`config.mk`:
```
export PLATFORM = sky130hd
export DESIGN_NAME = video_timing
export DESIGN_NICKNAME = d
export VERILOG_FILES = /design/src/rtl/video_timing.sv
export SDC_FILE = /design/constraint.sdc
export NUM_CORES = 1
export LEC_CHECK = 0
export CORE_AREA = 3 3 57 59
export DETAILED_ROUTE_END_ITERATION = 8
export DIE_AREA = 0 0 60 62
export PLACE_DENSITY = 0.84
export SLEW_MARGIN = 10
export SYNTH_ARGS = -nofsm -noshare
export SYNTH_HDL_FRONTEND = slang
export SYNTH_SLANG_ARGS = --single-unit
```
`constraint.sdc`:
```
create_clock -name clk -period 2.05 [get_ports clk]
set_clock_uncertainty 0.05 [all_clocks]
set_input_delay 0.41 -clock clk [delete_from_list [all_inputs] [get_ports clk]]
set_output_delay 0.41 -clock clk [all_outputs]
set_load 0.1 [all_outputs]
```
`src/rtl/video_timing.sv`:
```
// video_timing -- raster timing generator for the tile and sprite pipeline.
//
// Produces the half-pixel horizontal counter, the raw and flip-adjusted
// vertical line counters, blanking and sync decodes, frame/vblank strobes
// and the latched CPU vertical-blank NMI request.
//
// Only four things are registered: htiming, vcount, flip_q and the NMI latch.
// Every other output is a combinational decode of those registers, so all
// outputs describe the same raster position with no extra latency.
//
// Ports:
//   clk         in   1  half-pixel clock, rising edge
//   rst_n       in   1  asynchronous active-low reset
//   flip_ena    in   1  screen flip request, taken only at frame start
//   nmi_mask    in   1  NMI enable (1 = enabled); 0 also clears a pending NMI
//   nmi_ack     in   1  one-clk NMI acknowledge
//   htiming     out 10  horizontal counter 0..H_TOTAL-1, bit 9 = hblank
//   vcount      out  9  raw line counter 0..V_TOTAL-1
//   vtiming_f   out  8  vcount[7:0] inverted when flip_q is set
//   flip_q      out  1  frame-synchronised flip
//   hblank      out  1  horizontal blank (htiming[9])
//   vblank      out  1  line outside V_ACT_START..V_ACT_END-1
//   cmpblk      out  1  hblank | vblank
//   hsync_n     out  1  low for HS_START <= htiming < HS_END
//   vsync_n     out  1  low for VS_START <= vcount < VS_END
//   vblk_start  out  1  strobe at vcount == V_ACT_END, htiming == 0
//   frame_start out  1  strobe at vcount == 0, htiming == 0
//   nmi_n       out  1  level NMI request, active low
//
// Parameter legality: H_TOTAL even and within 514..1024, V_TOTAL <= 512.
// The active line is always htiming 0..511, so hblank is simply bit 9.

module video_timing #(
  parameter int H_TOTAL     = 768,
  parameter int V_TOTAL     = 264,
  parameter int V_ACT_START = 16,
  parameter int V_ACT_END   = 240,
  parameter int HS_START    = 576,
  parameter int HS_END      = 640,
  parameter int VS_START    = 244,
  parameter int VS_END      = 248
) (
  input  logic       clk,
  input  logic       rst_n,
  input  logic       flip_ena,
  input  logic       nmi_mask,
  input  logic       nmi_ack,
  output logic [9:0] htiming,
  output logic [8:0] vcount,
  output logic [7:0] vtiming_f,
  output logic       flip_q,
  output logic       hblank,
  output logic       vblank,
  output logic       cmpblk,
  output logic       hsync_n,
  output logic       vsync_n,
  output logic       vblk_start,
  output logic       frame_start,
  output logic       nmi_n
);

  localparam logic [9:0] H_LAST_C   = 10'(H_TOTAL - 1);
  localparam logic [8:0] V_LAST_C   = 9'(V_TOTAL - 1);
  localparam logic [8:0] V_ACT_S_C  = 9'(V_ACT_START);
  localparam logic [8:0] V_ACT_E_C  = 9'(V_ACT_END);
  localparam logic [9:0] HS_S_C     = 10'(HS_START);
  localparam logic [9:0] HS_E_C     = 10'(HS_END);
  localparam logic [8:0] VS_S_C     = 9'(VS_START);
  localparam logic [8:0] VS_E_C     = 9'(VS_END);

  logic [9:0] htiming_r;
  logic [8:0] vcount_r;
  logic       flip_r;
  logic       nmi_pend_r;

  logic       h_wrap_s;
  logic       frame_wrap_s;
  logic       vblk_start_s;
  logic       frame_start_s;
  logic       vblank_s;
  logic       hsync_n_s;
  logic       vsync_n_s;

  // Wrap conditions of the raster; frame_wrap_s marks the edge entering line 0, pixel 0.
  always_comb begin
    h_wrap_s     = 1'b0;
    frame_wrap_s = 1'b0;
    if (htiming_r == H_LAST_C) begin
      h_wrap_s     = 1'b1;
      frame_wrap_s = (vcount_r == V_LAST_C);
    end else begin
      h_wrap_s     = 1'b0;
      frame_wrap_s = 1'b0;
    end
  end

  // Horizontal and vertical raster counters; vcount only moves on the line wrap.
  always_ff @(posedge clk or negedge rst_n) begin
    if (!rst_n) begin
      htiming_r <= 10'd0;
      vcount_r  <= 9'd0;
    end else if (h_wrap_s) begin
      htiming_r <= 10'd0;
      if (vcount_r == V_LAST_C) begin
        vcount_r <= 9'd0;
      end else begin
        vcount_r <= vcount_r + 9'd1;
      end
    end else begin
      htiming_r <= htiming_r + 10'd1;
    end
  end

  // Flip is sampled once per frame so a whole frame is drawn with one orientation.
  always_ff @(posedge clk or negedge rst_n) begin
    if (!rst_n) begin
      flip_r <= 1'b0;
    end else if (frame_wrap_s) begin
      flip_r <= flip_ena;
    end else begin
      flip_r <= flip_r;
    end
  end

  // NMI latch: clear (ack or mask off) wins over a coincident vblank set.
  always_ff @(posedge clk or negedge rst_n) begin
    if (!rst_n) begin
      nmi_pend_r <= 1'b0;
    end else if (nmi_ack || !nmi_mask) begin
      nmi_pend_r <= 1'b0;
    end else if (vblk_start_s) begin
      nmi_pend_r <= 1'b1;
    end else begin
      nmi_pend_r <= nmi_pend_r;
    end
  end

  // Blank, sync and strobe decodes of the current raster position.
  always_comb begin
    vblank_s      = 1'b0;
    hsync_n_s     = 1'b1;
    vsync_n_s     = 1'b1;
    vblk_start_s  = 1'b0;
    frame_start_s = 1'b0;

    vblank_s = (vcount_r < V_ACT_S_C) || (vcount_r >= V_ACT_E_C);

    if ((htiming_r >= HS_S_C) && (htiming_r < HS_E_C)) begin
      hsync_n_s = 1'b0;
    end else begin
      hsync_n_s = 1'b1;
    end

    if ((vcount_r >= VS_S_C) && (vcount_r < VS_E_C)) begin
      vsync_n_s = 1'b0;
    end else begin
      vsync_n_s = 1'b1;
    end

    if (htiming_r == 10'd0) begin
      vblk_start_s  = (vcount_r == V_ACT_E_C);
      frame_start_s = (vcount_r == 9'd0);
    end else begin
      vblk_start_s  = 1'b0;
      frame_start_s = 1'b0;
    end
  end

  assign htiming     = htiming_r;
  assign vcount      = vcount_r;
  assign flip_q      = flip_r;
  assign vtiming_f   = vcount_r[7:0] ^ {8{flip_r}};
  assign hblank      = htiming_r[9];
  assign vblank      = vblank_s;
  assign cmpblk      = htiming_r[9] | vblank_s;
  assign hsync_n     = hsync_n_s;
  assign vsync_n     = vsync_n_s;
  assign vblk_start  = vblk_start_s;
  assign frame_start = frame_start_s;
  assign nmi_n       = ~nmi_pend_r;

endmodule

```
==> summary.md, run 1 <==
| Metric | Value |
|---|---|
| Status | complete, but fails checks |
| Failing checks | negative setup slack |
| I/O Buffers | 40 |
| DR vias | 1485 |
| CTS Buf Count | 3 |
| Vias in the first global route | 1440 |
| Core region area | 2758 sq um |
| Rows | 19 |
| Critical path, cell by cell | nor4_4 > nand4_1 > nor4_4 > buf_12 |
| R2r setup slk | 30 ps |
| I/O Pins | 41 |
| Placed cell count | 215 |
| Initial core utilization | 44.28% |
| Internal power | 498.4 uW |
| Drt drc | 0 |
| Sequential fraction of the synthesis area | 43.03% |
| Cell taking the most area after synthesis | dfrtp_1 |
| Syn nets | 141 |
| Mapped cell area | 1221 sq um |
| Setup TNS | -929.6 ps |
| Sequential power share | 63.5% |
| Sw Ratio | 23.45% |
| First-pass GRT wire length | 7.017 mm |
| Vias/cell | 6.485 |
| Layout Area Growth over Synthesis | 102.7% |
| Initial DRT Pass Iterations | 5 |
| Ys async rst share | 100.0% |
| Clock power share | 33.7% |
| Fin. Hold Viols | 0 |
| Worst reg2reg startpoint | vcount[4] |
| CTS Root Cell | clkbuf_4 |
| Yosys warns | 0 |
| Crit path DAT | 1910 ps |
| Syn_area_per_cell | 9.251 sq um |
| Synth top area share | 43.03% |
| Final critical-path required period | 2367 ps |
| # setup viols final | 4 |
| Clock latency on the worst-skew pair | 330 ps |
| Layout cell share with drive strength beyond 1 | 56.57% |
| Synthesized flop and latch total | 21 |
| Cell variety after synth | 33 |
| CTS max path bufs | 2 |
| Reg2reg end | vcount[5] |
| Total gr overflow | 0 |
| WP data required | 1590 ps |
| ANT nets after route | 0 |
| Worst setup startpoint | htiming[8] |
| Slew Limit Fails | 0 |
| Final GP Congestion | 0.8684 |
| Most frequent cells in the layout | buf_12, buf_4, dfrtp_2 |
| CP Class | flop to primary output |
| CP endpoint | vblk_start |
| Die span in x | 60 microns |
| Syn Inst Count | 132 |
| Lkg Pwr | 1.051 nW |
| Final wirelength | 5.176 mm |
| Worst path bufs/invs | 1 |
| CTS tree | built |
| Largest net degree at the start of global routing | 22 |
| Max Clk Rate | 0.4225 GHz |
| Die area | 3720 sq um |
| Total GRT Usage | 25.60% |
| Synth top area cells | dfrtp_1, xor2_1, nand3_1 |
| Worst VDD drop | 416.0 uV |
| Unrepaired setup endpoints after global routing | yes |
| # fillers | 113 |
| Fin worst setup slack | -316.6 ps |
| Top delay family on crit path | simple AND/OR/NAND/NOR gates |
| Worst Hold Class | input pin to asynchronous set/reset pin |
| Total clock sinks | 21 |
| Main synth FF type | dfrtp_1 |
| Largest fanout on the critical path | 2 |
| Crit path top cell by count | nor4_4 |
| Final HPWL DP | 3.184 mm |
| EDFF count, synth | 0 |
| Worst Reg-to-Reg Cells | 7 |
| Period utilization | 115.4% |
| CP Launch Type | flop |
| Logic pwr share | 2.8% |
| Worst slack at placement | 89.87 ps |
| Worst-path clk slew | 130 ps |
| Slew margin rel. | 68.68% |
| Psw | 152.7 uW |
| Power per Cell Area | 263.1 nW/um^2 |
| Critical Path End Type | primary output |
| Antenna Cells | 0 |
| Slowest cell on crit path | dfrtp_2 |
| Post-route insts no fill | 229 |
| CTS H-Tree Depth | 1 |
| 1st-iter DRT viols | 127 |
| Most common cell after layout, fill and taps aside | buf_12 |
| Measured slew at the worst slew-check pin | 469.7 ps |
| Initial antenna violation count | 0 |
| WL/cell | 22.60 microns |
| Max-cap viol count | 0 |
| Height of the die | 62 microns |
| Levels on crit path | 4 |
| Fin nets | 208 |
| Max stage delay on crit path | 450 ps |
## metrics by stage
stage / cell area, sq um / hold slack [ps] / utilization (%) / power, mW
floorplan: 1490 / 64.41 / - / 0.4228
global placement: 2316 / 436.6 / 83.98 / 0.4399
detailed placement: 2316 / 449.5 / 83.98 / 0.4401
CTS: 2416 / 390.1 / 87.61 / 0.6435
global route: 2475 / 376.3 / 89.75 / 0.6742
finish: 2475 / 374.7 / 89.75 / 0.6511
## worst min-delay path by stage
| stage | slack [ps] | to | cells after the start | startpoint |
|---|---|---|---|---|
| global route | 380 | vcount[1] | 2 | rst_n |
| detailed placement | 450 | nmi_pend_r | 1 | nmi_pend_r |
| floorplan | 60 | htiming[2] | 0 | rst_n |
| CTS | 390 | vcount[2] | 2 | rst_n |
| global placement | 440 | nmi_pend_r | 1 | nmi_pend_r |
| finish | 370 | htiming[9] | 2 | rst_n |
## per-layer routing
layer	global-route usage (%)	share of wire, %
met3	2.686	11
met5	0	0
met1	28.81	32
met4	11.39	5.9
met2	48.61	51
## what timing repair did
| item | CTS | global route |
|---|---|---|
| pin swaps | 5 | 4 |
| hold buffers | 0 | 0 |
| buffers inserted | 6 | 4 |
| setup endpoints to repair | 4 | 7 |
| cloned | 0 | 0 |
| resized for setup | 5 | 5 |
## cell families (layout without fill, tap and decap cells)
logic type	after synthesis	in the layout	share of synthesized area, %
compound gates	19	19	9.120
xor+xnor	15	15	10.76
fa+ha+maj	4	4	4.099
buf+inv	16	82	5.328
flops	21	21	43.03
mux	1	1	0.9221
simple gates	56	56	26.74
## synth_stat cells, drive strengths merged (2+ instances only)
cell,count
a21oi,4
a22o,2
and2,2
buf,2
clkbuf,4
dfrtp,21
ha,4
inv,10
nand2,7
nand3,13
nand4,5
nor2,12
nor3,4
nor4,5
o21ai,10
or3,2
or4,2
xnor2,3
xor2,12
## state kept, by name, summed over array words and instances, names as in the netlist
name / cells
htiming: 10
vcount: 9
flip_q: 1
nmi_pend_r: 1
## power groups by stage
stage / Combinational (mW) / Clock [mW] / Sequential (mW)
2_1_floorplan: 0.000400 / 0 / 0.422
3_3_place_gp: 0.0176 / 0 / 0.422
3_5_place_dp: 0.0178 / 0 / 0.422
4_1_cts: 0.0179 / 0.212 / 0.414
5_1_grt: 0.0197 / 0.241 / 0.414
6_report: 0.0179 / 0.219 / 0.414
## worst register-to-register path, cell delays in order (launching register included)
cell and delay (ps):
dfrtp_4 530, nor4_4 310, buf_4 180, buf_4 100
buf_4 120, and2_1 240, o21ai_0 150, a22o_1 250
## final cells by class
class | instances | area (sq um) | share of cell area (%)
Tap cell | 31 | 38.79 | 1.567
Sequential cell | 21 | 570.5 | 23.05
Multi-Input combinational cell | 95 | 877.1 | 35.44
Clock buffer | 4 | 26.28 | 1.062
Inverter | 10 | 37.54 | 1.517
Timing Repair Buffer | 68 | 924.6 | 37.36
No activity file was read; power rests on OpenSTA's default activity.
==> run 2: changes to the inputs <==
--- a/config.mk
+++ b/config.mk
@@ -5,9 +5,9 @@
 export SDC_FILE = /design/constraint.sdc
 export NUM_CORES = 1
 export LEC_CHECK = 0
-export CORE_AREA = 3 3 57 59
+export CORE_AREA = 2 2 56 58
 export DETAILED_ROUTE_END_ITERATION = 8
-export DIE_AREA = 0 0 60 62
+export DIE_AREA = 0 0 58 60
 export PLACE_DENSITY = 0.84
 export SLEW_MARGIN = 10
 export SYNTH_ARGS = -nofsm -noshare
==> summary.md, run 2 (synthesis gave the netlist of run 1 again) <==
| Metric | Value |
|---|---|
| Final wirelength | 3.922 mm (was 5.176 mm) |
| # fillers | 158 (was 113) |
| # setup viols final | 4 (unchanged) |
| Vias in the first global route | 1315 (was 1440) |
| Crit path DAT | 1880 ps (was 1910 ps) |
| Worst reg2reg startpoint | htiming[0] (was vcount[4]) |
| Final Util | 83.97% (was 89.75%) |
| Vias/cell | 5.702 (was 6.485) |
| WP data required | 1590 ps (about the same) |
| Die area | 3480 sq um (was 3720 sq um) |
| CTS Root Cell | clkbuf_4 (unchanged) |
| Critical Path End Type | primary output (unchanged) |
| DR vias | 1300 (was 1485) |
| Final HPWL DP | 2.791 mm (was 3.184 mm) |
| Measured slew at the worst slew-check pin | 460.2 ps (was 469.7 ps) |
| Hold Buf Count CTS | 0 (unchanged) |
| Layout cell share with drive strength beyond 1 | 54.87% (was 56.57%) |
| Failing checks | negative setup slack (unchanged) |
| CTS max path bufs | 2 (unchanged) |
| Antenna Cells | 0 (unchanged) |
| Slew margin rel. | 69.32% (was 68.68%) |
| Total gr overflow | 0 (unchanged) |
| Setup TNS | -943.0 ps (was -929.6 ps) |
| 1st-iter DRT viols | 41 (was 127) |
| Final critical-path required period | 2343 ps (was 2367 ps) |
| Fin. Hold Viols | 0 (unchanged) |
| Fin worst setup slack | -292.8 ps (was -316.6 ps) |
| WL/cell | 17.20 microns (was 22.60 microns) |
| Core region area | 2903 sq um (was 2758 sq um) |
| CP Launch Type | flop (unchanged) |
| I/O Buffers | 40 (unchanged) |
| Fin nets | 205 (was 208) |
| Status | complete, but fails checks (unchanged) |
| CTS H-Tree Depth | 1 (unchanged) |
| Worst VDD drop | 390.3 uV (was 416.0 uV) |
| CP Class | flop to primary output (unchanged) |
| Max Clk Rate | 0.4268 GHz (was 0.4225 GHz) |
| R2r setup slk | 40 ps (was 30 ps) |
| Final GP Congestion | 0.8997 (was 0.8684) |
| CTS Buf Count | 3 (unchanged) |
| Final Power | 641.4 uW (was 651.1 uW) |
| Total clock sinks | 21 (unchanged) |
| Reg2reg end | vcount[3] (was vcount[5]) |
| CTS tree | built (unchanged) |
| Max-cap viol count | 0 (unchanged) |
| Power per Cell Area | 263.1 nW/um^2 (about the same) |
| Largest net degree at the start of global routing | 22 (unchanged) |
| Rows | 20 (was 19) |
| Lkg Pwr | 1.026 nW (was 1.051 nW) |
| Worst-path clk slew | 120 ps (was 130 ps) |
| Worst slack at placement | 90.21 ps (was 89.87 ps) |
| Initial core utilization | 42.07% (was 44.28%) |
| Post-DP Area | 2318 sq um (was 2316 sq um) |
| Initial DRT Pass Iterations | 4 (was 5) |
| Most frequent cells in the layout | buf_12, buf_4, nand3_1, dfrtp_2, nor2_1 (was buf_12, buf_4, dfrtp_2) |
| I/O Pins | 41 (unchanged) |
| Unrepaired setup endpoints after global routing | yes (unchanged) |
| Die span in x | 58 microns (was 60 microns) |
| Drt drc | 0 (unchanged) |
| Height of the die | 60 microns (was 62 microns) |
| Final instance area | 2437 sq um (was 2475 sq um) |
| Period utilization | 114.3% (was 115.4%) |
| Worst Hold Class | input pin to asynchronous set/reset pin (unchanged) |
| Layout Area Growth over Synthesis | 99.59% (was 102.7%) |
| Initial antenna violation count | 0 (unchanged) |
| Largest fanout on the critical path | 2 (unchanged) |
| ANT nets after route | 0 (unchanged) |
| Worst Reg-to-Reg Cells | 7 (unchanged) |
| Clock latency on the worst-skew pair | 320 ps (was 330 ps) |
| First-pass GRT wire length | 6.175 mm (was 7.017 mm) |
| Total GRT Usage | 23.73% (was 25.60%) |
| Max FFs per register | 10 (unchanged) |
| Worst setup startpoint | htiming[8] (unchanged) |
| Most common cell after layout, fill and taps aside | buf_12 (unchanged) |
| Slew Limit Fails | 0 (unchanged) |
==> run 2: cell count changes in the layout (fill, tap and decap cells not counted), sizes merged <==
cell    previous run  this run
buf               64        61
clkbuf             4         3
clkinv             0         1
==> run 2: metrics by stage <==
step           instances  hold slack [ps]
5_1_grt              228            401.6
4_1_cts              228            365.7
2_1_floorplan        132            64.41
3_5_place_dp         217            448.8
3_3_place_gp         217            436.5
6_report             228            361.4
==> run 2: metal layers <==
| layer | global-route usage [%] | part of all wire [%] |
|---|---|---|
| met5 | 0 | 0 |
| met4 | 12.96 | 4.0 |
| met3 | 3.030 | 5.5 |
| met2 | 43.02 | 53 |
| met1 | 27.07 | 37 |
==> run 2: worst max-delay path, cell delays in order, from the launching register on <==
cell and delay, ps:
dfrtp_2 440, nor4_2 320, nand4_1 240, buf_4 210
nor2_2 160, buf_12 200
==> run 2: where the power goes <==
part,internal [mW],switching [mW]
combinational,0.00804,0.00907
clock,0.0732,0.137
sequential,0.414,0
total,0.495,0.146
==> run 2: final cells by class <==
class,instances,area [sq um],area share [%]
Sequential cell,21,570.5,23.41
Clock inverter,1,5.005,0.2053
Multi-Input combinational cell,95,850.8,34.91
Inverter,10,37.54,1.540
Tap cell,33,41.29,1.694
Clock buffer,3,22.52,0.9240
Timing Repair Buffer,65,909.6,37.32
==> run 2: how the worst max path moves through the flow <==
stage / slack (ps) / end
finish: -290 / frame_start
global route: -340 / frame_start
detailed placement: 90 / frame_start
floorplan: -620 / vblk_start
global placement: 110 / cmpblk
CTS: -230 / vblk_start
==> run 2: timing repair <==
| action | 4_1_cts | 5_1_grt |
|---|---|---|
| pin swaps | 2 | 4 |
| hold endpoints to repair | 0 | 0 |
| gates resized for setup | 6 | 2 |
| buffers inserted | 7 | 1 |
| endpoints found under the setup margin | 4 | 6 |
